===== config.mk =====
export PLATFORM = sky130hd
export DESIGN_NAME = systolic_2x2
export DESIGN_NICKNAME = d
export VERILOG_FILES = /design/src/rtl/systolic_2x2.sv
export SDC_FILE = /design/constraint.sdc
export NUM_CORES = 1
export LEC_CHECK = 0
export ABC_AREA = 0
export ABC_CLOCK_PERIOD_IN_PS = 11570
export BUFFER_PORTS_ARGS = -buffer_cell sky130_fd_sc_hd__buf_2
export CORE_MARGIN = 3
export CORE_UTILIZATION = 48
export DETAILED_ROUTE_END_ITERATION = 6
export GPL_ROUTABILITY_DRIVEN = 0
export GPL_TIMING_DRIVEN = 0
export PLACE_DENSITY = 0.67
export RECOVER_POWER = 100
export SYNTH_ARGS = -nofsm -noshare
export SYNTH_HDL_FRONTEND = slang
export SYNTH_SLANG_ARGS = --single-unit

===== constraint.sdc =====
create_clock -name clk -period 11.57 [get_ports clk]
set_input_delay 0.5785 -clock clk [delete_from_list [all_inputs] [get_ports clk]]
set_output_delay 0.5785 -clock clk [all_outputs]
set_load 0.1 [all_outputs]

===== src/rtl/systolic_2x2.sv =====
// Output-stationary 2x2 systolic matrix multiplier with start/busy/done handshake.
// Each PE accumulates a_ik*b_kj from skewed edge feeds; results saturate to OW bits.
module systolic_2x2 #(
  parameter int unsigned DW = 4,
  parameter int unsigned OW = 8
) (
  input  logic          clk,
  input  logic          rst,
  input  logic          start,
  input  logic [DW-1:0] a11,
  input  logic [DW-1:0] a12,
  input  logic [DW-1:0] a21,
  input  logic [DW-1:0] a22,
  input  logic [DW-1:0] b11,
  input  logic [DW-1:0] b12,
  input  logic [DW-1:0] b21,
  input  logic [DW-1:0] b22,
  output logic          busy,
  output logic          done,
  output logic [OW-1:0] sa_2x2_11,
  output logic [OW-1:0] sa_2x2_12,
  output logic [OW-1:0] sa_2x2_21,
  output logic [OW-1:0] sa_2x2_22
);

  localparam int unsigned PW      = 2 * DW;
  localparam int unsigned AW      = PW + 1;
  localparam int unsigned SAT_MAX = (1 << OW) - 1;

  typedef enum logic [1:0] {S_IDLE, S_LOAD, S_RUN, S_UPDATE} state_e;

  // Element index in packed arrays: 0=11, 1=12, 2=21, 3=22
  state_e                   state_q, state_d;
  logic [1:0]               t_q, t_d;
  logic [3:0][DW-1:0]       opa_q, opa_d, opb_q, opb_d;
  logic [3:0][AW-1:0]       acc_q, acc_d;
  logic [DW-1:0]            ah11_q, ah11_d, ah21_q, ah21_d;
  logic [DW-1:0]            bv11_q, bv11_d, bv12_q, bv12_d;
  logic [3:0][OW-1:0]       sa_q, sa_d;
  logic                     busy_q, busy_d, done_q, done_d;

  logic [DW-1:0]            ea1, ea2, eb1, eb2;
  logic [3:0][DW-1:0]       pe_a, pe_b;

  function automatic logic [OW-1:0] sat(input logic [AW-1:0] v);
    if (v > AW'(SAT_MAX)) return '1;
    return OW'(v);
  endfunction

  always_comb begin
    state_d = state_q;
    t_d     = t_q;
    opa_d   = opa_q;
    opb_d   = opb_q;
    acc_d   = acc_q;
    ah11_d  = ah11_q;
    ah21_d  = ah21_q;
    bv11_d  = bv11_q;
    bv12_d  = bv12_q;
    sa_d    = sa_q;
    busy_d  = busy_q;
    done_d  = 1'b0;
    ea1     = '0;
    ea2     = '0;
    eb1     = '0;
    eb2     = '0;

    // Skewed edge feed: row i / column j delayed by i-1 / j-1 steps
    case (t_q)
      2'd0: begin
        ea1 = opa_q[0];
        eb1 = opb_q[0];
      end
      2'd1: begin
        ea1 = opa_q[1];
        ea2 = opa_q[2];
        eb1 = opb_q[2];
        eb2 = opb_q[1];
      end
      2'd2: begin
        ea2 = opa_q[3];
        eb2 = opb_q[3];
      end
      default: ;
    endcase

    pe_a = {ah21_q, ea2, ah11_q, ea1};
    pe_b = {bv12_q, bv11_q, eb2, eb1};

    case (state_q)
      S_IDLE: begin
        opa_d  = {a22, a21, a12, a11};
        opb_d  = {b22, b21, b12, b11};
        acc_d  = '0;
        ah11_d = '0;
        ah21_d = '0;
        bv11_d = '0;
        bv12_d = '0;
        t_d    = '0;
        if (start) begin
          state_d = S_LOAD;
          busy_d  = 1'b1;
        end
      end
      S_LOAD: begin
        state_d = S_RUN;
        t_d     = '0;
      end
      S_RUN: begin
        for (int i = 0; i < 4; i++) begin
          acc_d[i] = acc_q[i] + AW'(PW'(pe_a[i]) * PW'(pe_b[i]));
        end
        ah11_d = pe_a[0];
        ah21_d = pe_a[2];
        bv11_d = pe_b[0];
        bv12_d = pe_b[1];
        t_d    = 2'(t_q + 2'd1);
        if (t_q == 2'd3) state_d = S_UPDATE;
      end
      S_UPDATE: begin
        for (int i = 0; i < 4; i++) begin
          sa_d[i] = sat(acc_q[i]);
        end
        done_d  = 1'b1;
        busy_d  = 1'b0;
        state_d = S_IDLE;
      end
      default: state_d = S_IDLE;
    endcase
  end

  always_ff @(posedge clk or negedge rst) begin
    if (!rst) begin
      state_q <= S_IDLE;
      t_q     <= '0;
      opa_q   <= '0;
      opb_q   <= '0;
      acc_q   <= '0;
      ah11_q  <= '0;
      ah21_q  <= '0;
      bv11_q  <= '0;
      bv12_q  <= '0;
      sa_q    <= '0;
      busy_q  <= 1'b0;
      done_q  <= 1'b0;
    end else begin
      state_q <= state_d;
      t_q     <= t_d;
      opa_q   <= opa_d;
      opb_q   <= opb_d;
      acc_q   <= acc_d;
      ah11_q  <= ah11_d;
      ah21_q  <= ah21_d;
      bv11_q  <= bv11_d;
      bv12_q  <= bv12_d;
      sa_q    <= sa_d;
      busy_q  <= busy_d;
      done_q  <= done_d;
    end
  end

  assign busy      = busy_q;
  assign done      = done_q;
  assign sa_2x2_11 = sa_q[0];
  assign sa_2x2_12 = sa_q[1];
  assign sa_2x2_21 = sa_q[2];
  assign sa_2x2_22 = sa_q[3];

endmodule


# == Word level (Yosys, flattened, before mapping) ==
# Cells that the tools add are included.
# classes
n_addsub,5
multipliers,4
n_div,0
magnitude_cmp,4
n_eq_ne,8
n_shift,0
n_mux,32
bitwise_logic,0
n_reduce_logical,8
# op_table
op,n
one-hot mux 36 bit (2 select lines),1
two-way mux 8 bit,8
one-hot mux 4 bit (2 select lines),8
adder 9 x 8 -> 9 bit,4
"greater-than comparator 9 x 8 -> 1 bit, second input constant",4
multiplier 4 x 4 -> 8 bit,4
two-way mux 1 bit,10
"equality test 2 bit, second input constant",4
one-hot mux 2 bit (4 select lines),1
nonzero test 2 bit,3
"equality test 2 x 1 -> 1 bit, second input constant",2
logical NOT 2 bit,2
two-way mux 2 bit,2
"inequality test 2 bit, second input constant",2
one-hot mux 2 bit (2 select lines),1
AND reduction 2 bit,2
"adder 2 x 1 -> 2 bit, second input constant",1
one-hot mux 1 bit (2 select lines),1
OR reduction 2 bit,1
# totals
reg_bits,122
latch_bits,0
mem_bits_rw,0
romBits,0
input_bits,35
output_inout_bits,34
wordCells,85
mem_count,0

# == Longest topological paths before layout ==
# depth
word_depth,5
depth_mapped,18

# == Least setup slack after synthesis ==
# No wires, ideal clock.
# synth_path
kind,register to register
from,reg t_q[1]
to,reg acc_q[7] (netlist bit)
setup_ns,0.131
arrival_time_ns,4.037
required_time_ns,11.439
path_slack_ns,7.402
path_stages_with_launch,16
path_buffers,2
path_cell_list,dfrtp_1 -> inv_1 -> ha_1 -> clkbuf_2 -> buf_2 -> a22oi_1 -> or2_2 -> fa_1 -> fa_1 -> fa_1 -> inv_1 -> ha_1 -> nor2b_4 -> o31ai_2 -> a21oi_1 -> or3_1
# synth_via
elab_chain_cells,5
word_cells_on_any_way,7
# synth_rtl
item,line_no,source
"start, declared",34,"logic [1:0] t_q, t_d;"
"start signal, assigned",148,t_q <= t_d;
equality test 2 x 1 -> 1 bit / logical NOT 2 bit (equally long branches),69,case (t_q)
one-hot mux 4 bit (2 select lines),69,
multiplier 4 x 4 -> 8 bit *,111,acc_d[i] = acc_q[i] + AW'(PW'(pe_a[i]) * PW'(pe_b[i]));
adder 9 x 8 -> 9 bit *,111,
one-hot mux 36 bit (2 select lines) *,90,case (state_q)
"end signal, assigned",138,acc_q <= '0;
"end signal, assigned",151,acc_q <= acc_d;
"end, declared",36,"logic [3:0][AW-1:0] acc_q, acc_d;"
# Every way passes the cells marked *; elsewhere a longest branch is shown, timed or not.
# A chain may end at the register's enable or synchronous reset.

==> impl_results.md <==
* Root Driver: clkbuf_16
* CP most frequent cell: clkbuf_1
* Area Growth Syn to Fin at 14.8%
* First-pass GRT wire length at approximately 32000 um
* Failing checks: max-capacitance violations, max-slew violations
* Router iterations before antenna repair at 6
* Final Hold Vio Count at 0
* I/O pins at 69
* Worst vdd ir at 0.167 mV
* PwrDens at 313 nW/um2
* DRT antenna net count at 0
* Sequential fraction of the synthesis area at 37.3%
* Global Route Usage Sum at 22.2%
* Setup TNS at 0 ns
* Avg Vias per Cell at 5.38
* Area of the mapped netlist at 8180 um2
* DRT iter0 DRCs at 461
* Initial Utilization at 49.1%
* Routed WL at about 19000 um
* Largest net degree at the start of global routing at 89
* # diodes at 0
* Main synth FF type: dfrtp_1
* Worst setup SP type: input pin
* Vias in the first global route at 6268
* Final min period at 6.01 ns
* Clk_lat worst skew at 0.43 ns
* Die height at 137 um
* Top delay family on crit path: buffers and inverters
* Clock Sink Count at between 100 and 150
* Setup CP Type: in2async
* Worst EP required at about 11 ns
* CP bufs+invs at 2
* Buffers added on ports at slightly below 70
* Finish-stage setup viols at 0
* Synth warnings at 0
* Finished Cell Area at 9390 um2
* Crit. End Element: asynchronous set/reset pin
* Max-slew violations at 125
* Slowest-stage cell, CP: clkbuf_1
* Cts hold-fix bufs at 0
* Rows at 47
* Wire per inst at 16.4 um
* Arrival time worst endpoint at about 5.4 ns
* Crit path cell chain: clkbuf_1 > clkbuf_1
* Maxcap violations at 2
* Synthesized area per cell at 9.52 um2
* Hold WS at 0.383 ns
* Final Skew at 0.00640 ns
* TritonCTS clock tree: yes
* Via count at ~6400
* Post-CTS Setup Inserts at 0
* Filler cells at 1520
* Core area at 16600 um2
* Status: finished with violations
* Layout Nets at 1094
* Die span in x at 137 um
* Flops & latches, synth at 122
* Number of synthesized flops with an enable pin at 0
* # DRC at 0
* RSZ-0062 raised after global routing: false
* Dpl hpwl at between 10000 and 15000 um
* Die Footprint at around 19000 um2
* Fmax achieved at 0.166 GHz
* Post-Synthesis Cells at 859
* Tcrit/Tclk final at 52.0%
* Min-Delay Path Class: in2reg
* H-tree depth at 4
* Clk slew on worst S/H paths at ~0.06 ns
* Post-CTS resize count at 0
* Largest stage delay, worst path at 3.38 ns
* Clock tree buffer depth at 2
* Initial antenna violation count at 0
* Transition time at the pin with the least slew margin at 4.70 ns
* Share of cells above drive strength 1 at about an eighth
* Mapped Nets at 1006
* Total gr overflow at 0
* Leak at roughly 4.5 nW
* Worst-path fanout max at about 90
* Area post-placement at slightly below 9000 um2
* Ys async rst share at between 90% and 100%
* Max_slew headroom at -213%
* Synth cell types at 51
* Cts bufs inserted at 17
worst paths after layout:
path / start / end / slack, ns / depth (start not counted)
min reg2reg: sa_2x2_11[0] / sa_2x2_11[0] / 0.50 / 1
max reg2reg: t_q[1] / acc_q[7] / 6.54 / 15
min: a12[1] / opa_q[5] / 0.38 / 2
max in group clk: t_q[1] / acc_q[7] / 6.54 / 15
max: rst / sa_2x2_11[4] / 5.56 / 2
min in group asynchronous: rst / acc_q[26] / 0.71 / 1
flip-flops by register name (all words and copies together) (netlist names):
register and flops:
sa_2x2_11 8, ah11_q 4, t_q 2, sa_2x2_12 8, bv11_q 4, opa_q 16
acc_q 36, state_q 2, opb_q 16, bv12_q 4, sa_2x2_21 8, sa_2x2_22 8
done 1, ah21_q 4, busy 1
per-stage QoR:
stage / total power (W) / worst slack (ns) / utilization, % / instances
2_1_floorplan: 0.00200 / 7.40 / - / 859
3_3_place_gp: 0.00236 / 7.00 / 52.8 / 1147
3_5_place_dp: 0.00239 / 6.96 / 53.0 / 1148
4_1_cts: 0.00299 / 6.93 / 57.0 / 1180
5_1_grt: 0.00316 / 4.27 / 56.4 / 1180
6_report: 0.00294 / 5.56 / 56.4 / 1180
cell usage after synthesis (4+ instances only):
| library cell | n | share of area (%) |
|---|---|---|
| nand3b_1 | 6 | 0.55 |
| o22ai_1 | 12 | 0.92 |
| o21ai_0 | 35 | 2.1 |
| xnor2_1 | 7 | 0.75 |
| dfrtp_1 | 122 | 37 |
| a21oi_1 | 29 | 1.8 |
| o31ai_1 | 12 | 1.1 |
| nand2_1 | 90 | 4.1 |
| nand3_1 | 5 | 0.31 |
| and2_1 | 38 | 2.9 |
| inv_1 | 122 | 5.6 |
| a32o_1 | 4 | 0.49 |
| ha_1 | 76 | 12 |
| or2_2 | 4 | 0.31 |
| clkbuf_1 | 9 | 0.41 |
| nor2_1 | 74 | 3.4 |
| nor4_1 | 7 | 0.54 |
| fa_1 | 36 | 8.8 |
| nor2b_1 | 17 | 1.3 |
| a21o_1 | 6 | 0.55 |
| o22a_1 | 12 | 1.3 |
| mux2_2 | 33 | 4.5 |
| o21a_1 | 4 | 0.37 |
| a211oi_1 | 11 | 1.0 |
| xor2_1 | 4 | 0.43 |
| a22oi_1 | 18 | 1.7 |
| o21bai_1 | 4 | 0.37 |
| o211ai_1 | 4 | 0.37 |
| buf_2 | 19 | 1.2 |
final cells by class:
type / count / area [um2] / share of cell area (%)
Buffer: 34 / 165 / 1.76
Tap cell: 220 / 275 / 2.93
Timing Repair Buffer: 69 / 300 / 3.20
Clock buffer: 21 / 470 / 5.01
Clock inverter: 11 / 191 / 2.04
Multi-Input combinational cell: 580 / 4470 / 47.6
Sequential cell: 122 / 3050 / 32.5
Inverter: 123 / 462 / 4.92
metal layers:
metal,wire (um),track usage [%],vias up
li1,-,-,3063
met1,9320,32.4,3099
met2,8720,33.9,166
met3,981,3.86,22
met4,338,6.89,0
met5,0,0,-
cells in the final DEF, fill, tap and decap left out, types with 4 or more instances in the layout:
| cell | count |
|---|---|
| nand3b_1 | 6 |
| a21oi_1 | 29 |
| nor2_1 | 74 |
| a211oi_1 | 11 |
| o22ai_1 | 12 |
| and2_1 | 32 |
| mux2_2 | 32 |
| ha_1 | 76 |
| buf_2 | 44 |
| bufinv_16 | 5 |
| o22a_1 | 12 |
| o21bai_1 | 4 |
| o31ai_1 | 13 |
| a21o_1 | 6 |
| or2_2 | 4 |
| inv_1 | 123 |
| a32o_1 | 4 |
| nand3_1 | 5 |
| xnor2_1 | 7 |
| dfrtp_1 | 122 |
| o21a_1 | 4 |
| o211ai_1 | 4 |
| clkbuf_16 | 17 |
| a22oi_1 | 18 |
| clkbuf_1 | 56 |
| fa_1 | 36 |
| nand2_1 | 90 |
| xor2_1 | 4 |
| o21ai_0 | 35 |
| and2_0 | 6 |
| nor4_1 | 7 |
| nor2b_1 | 18 |
power by group:
| part | internal, W | total, W | switching, W |
|---|---|---|---|
| Combinational | 0.000487 | 0.00165 | 0.00116 |
| Clock | 0.000399 | 0.000597 | 0.000198 |
| Sequential | 0.000590 | 0.000692 | 0.000102 |
| Total | 0.00148 | 0.00294 | 0.00146 |
logic make-up (layout without fill, tap and decap cells):
| family | after synthesis | count (layout) | synth area share (%) |
|---|---|---|---|
| flops | 122 | 122 | 37.3 |
| mux | 36 | 36 | 4.91 |
| simple gates | 257 | 257 | 14.8 |
| fa+ha+maj | 112 | 112 | 20.4 |
| xor+xnor | 11 | 11 | 1.18 |
| compound gates | 164 | 164 | 13.6 |
| buf+inv | 157 | 258 | 7.80 |
Note: power is estimated with default switching activity, not from simulation.
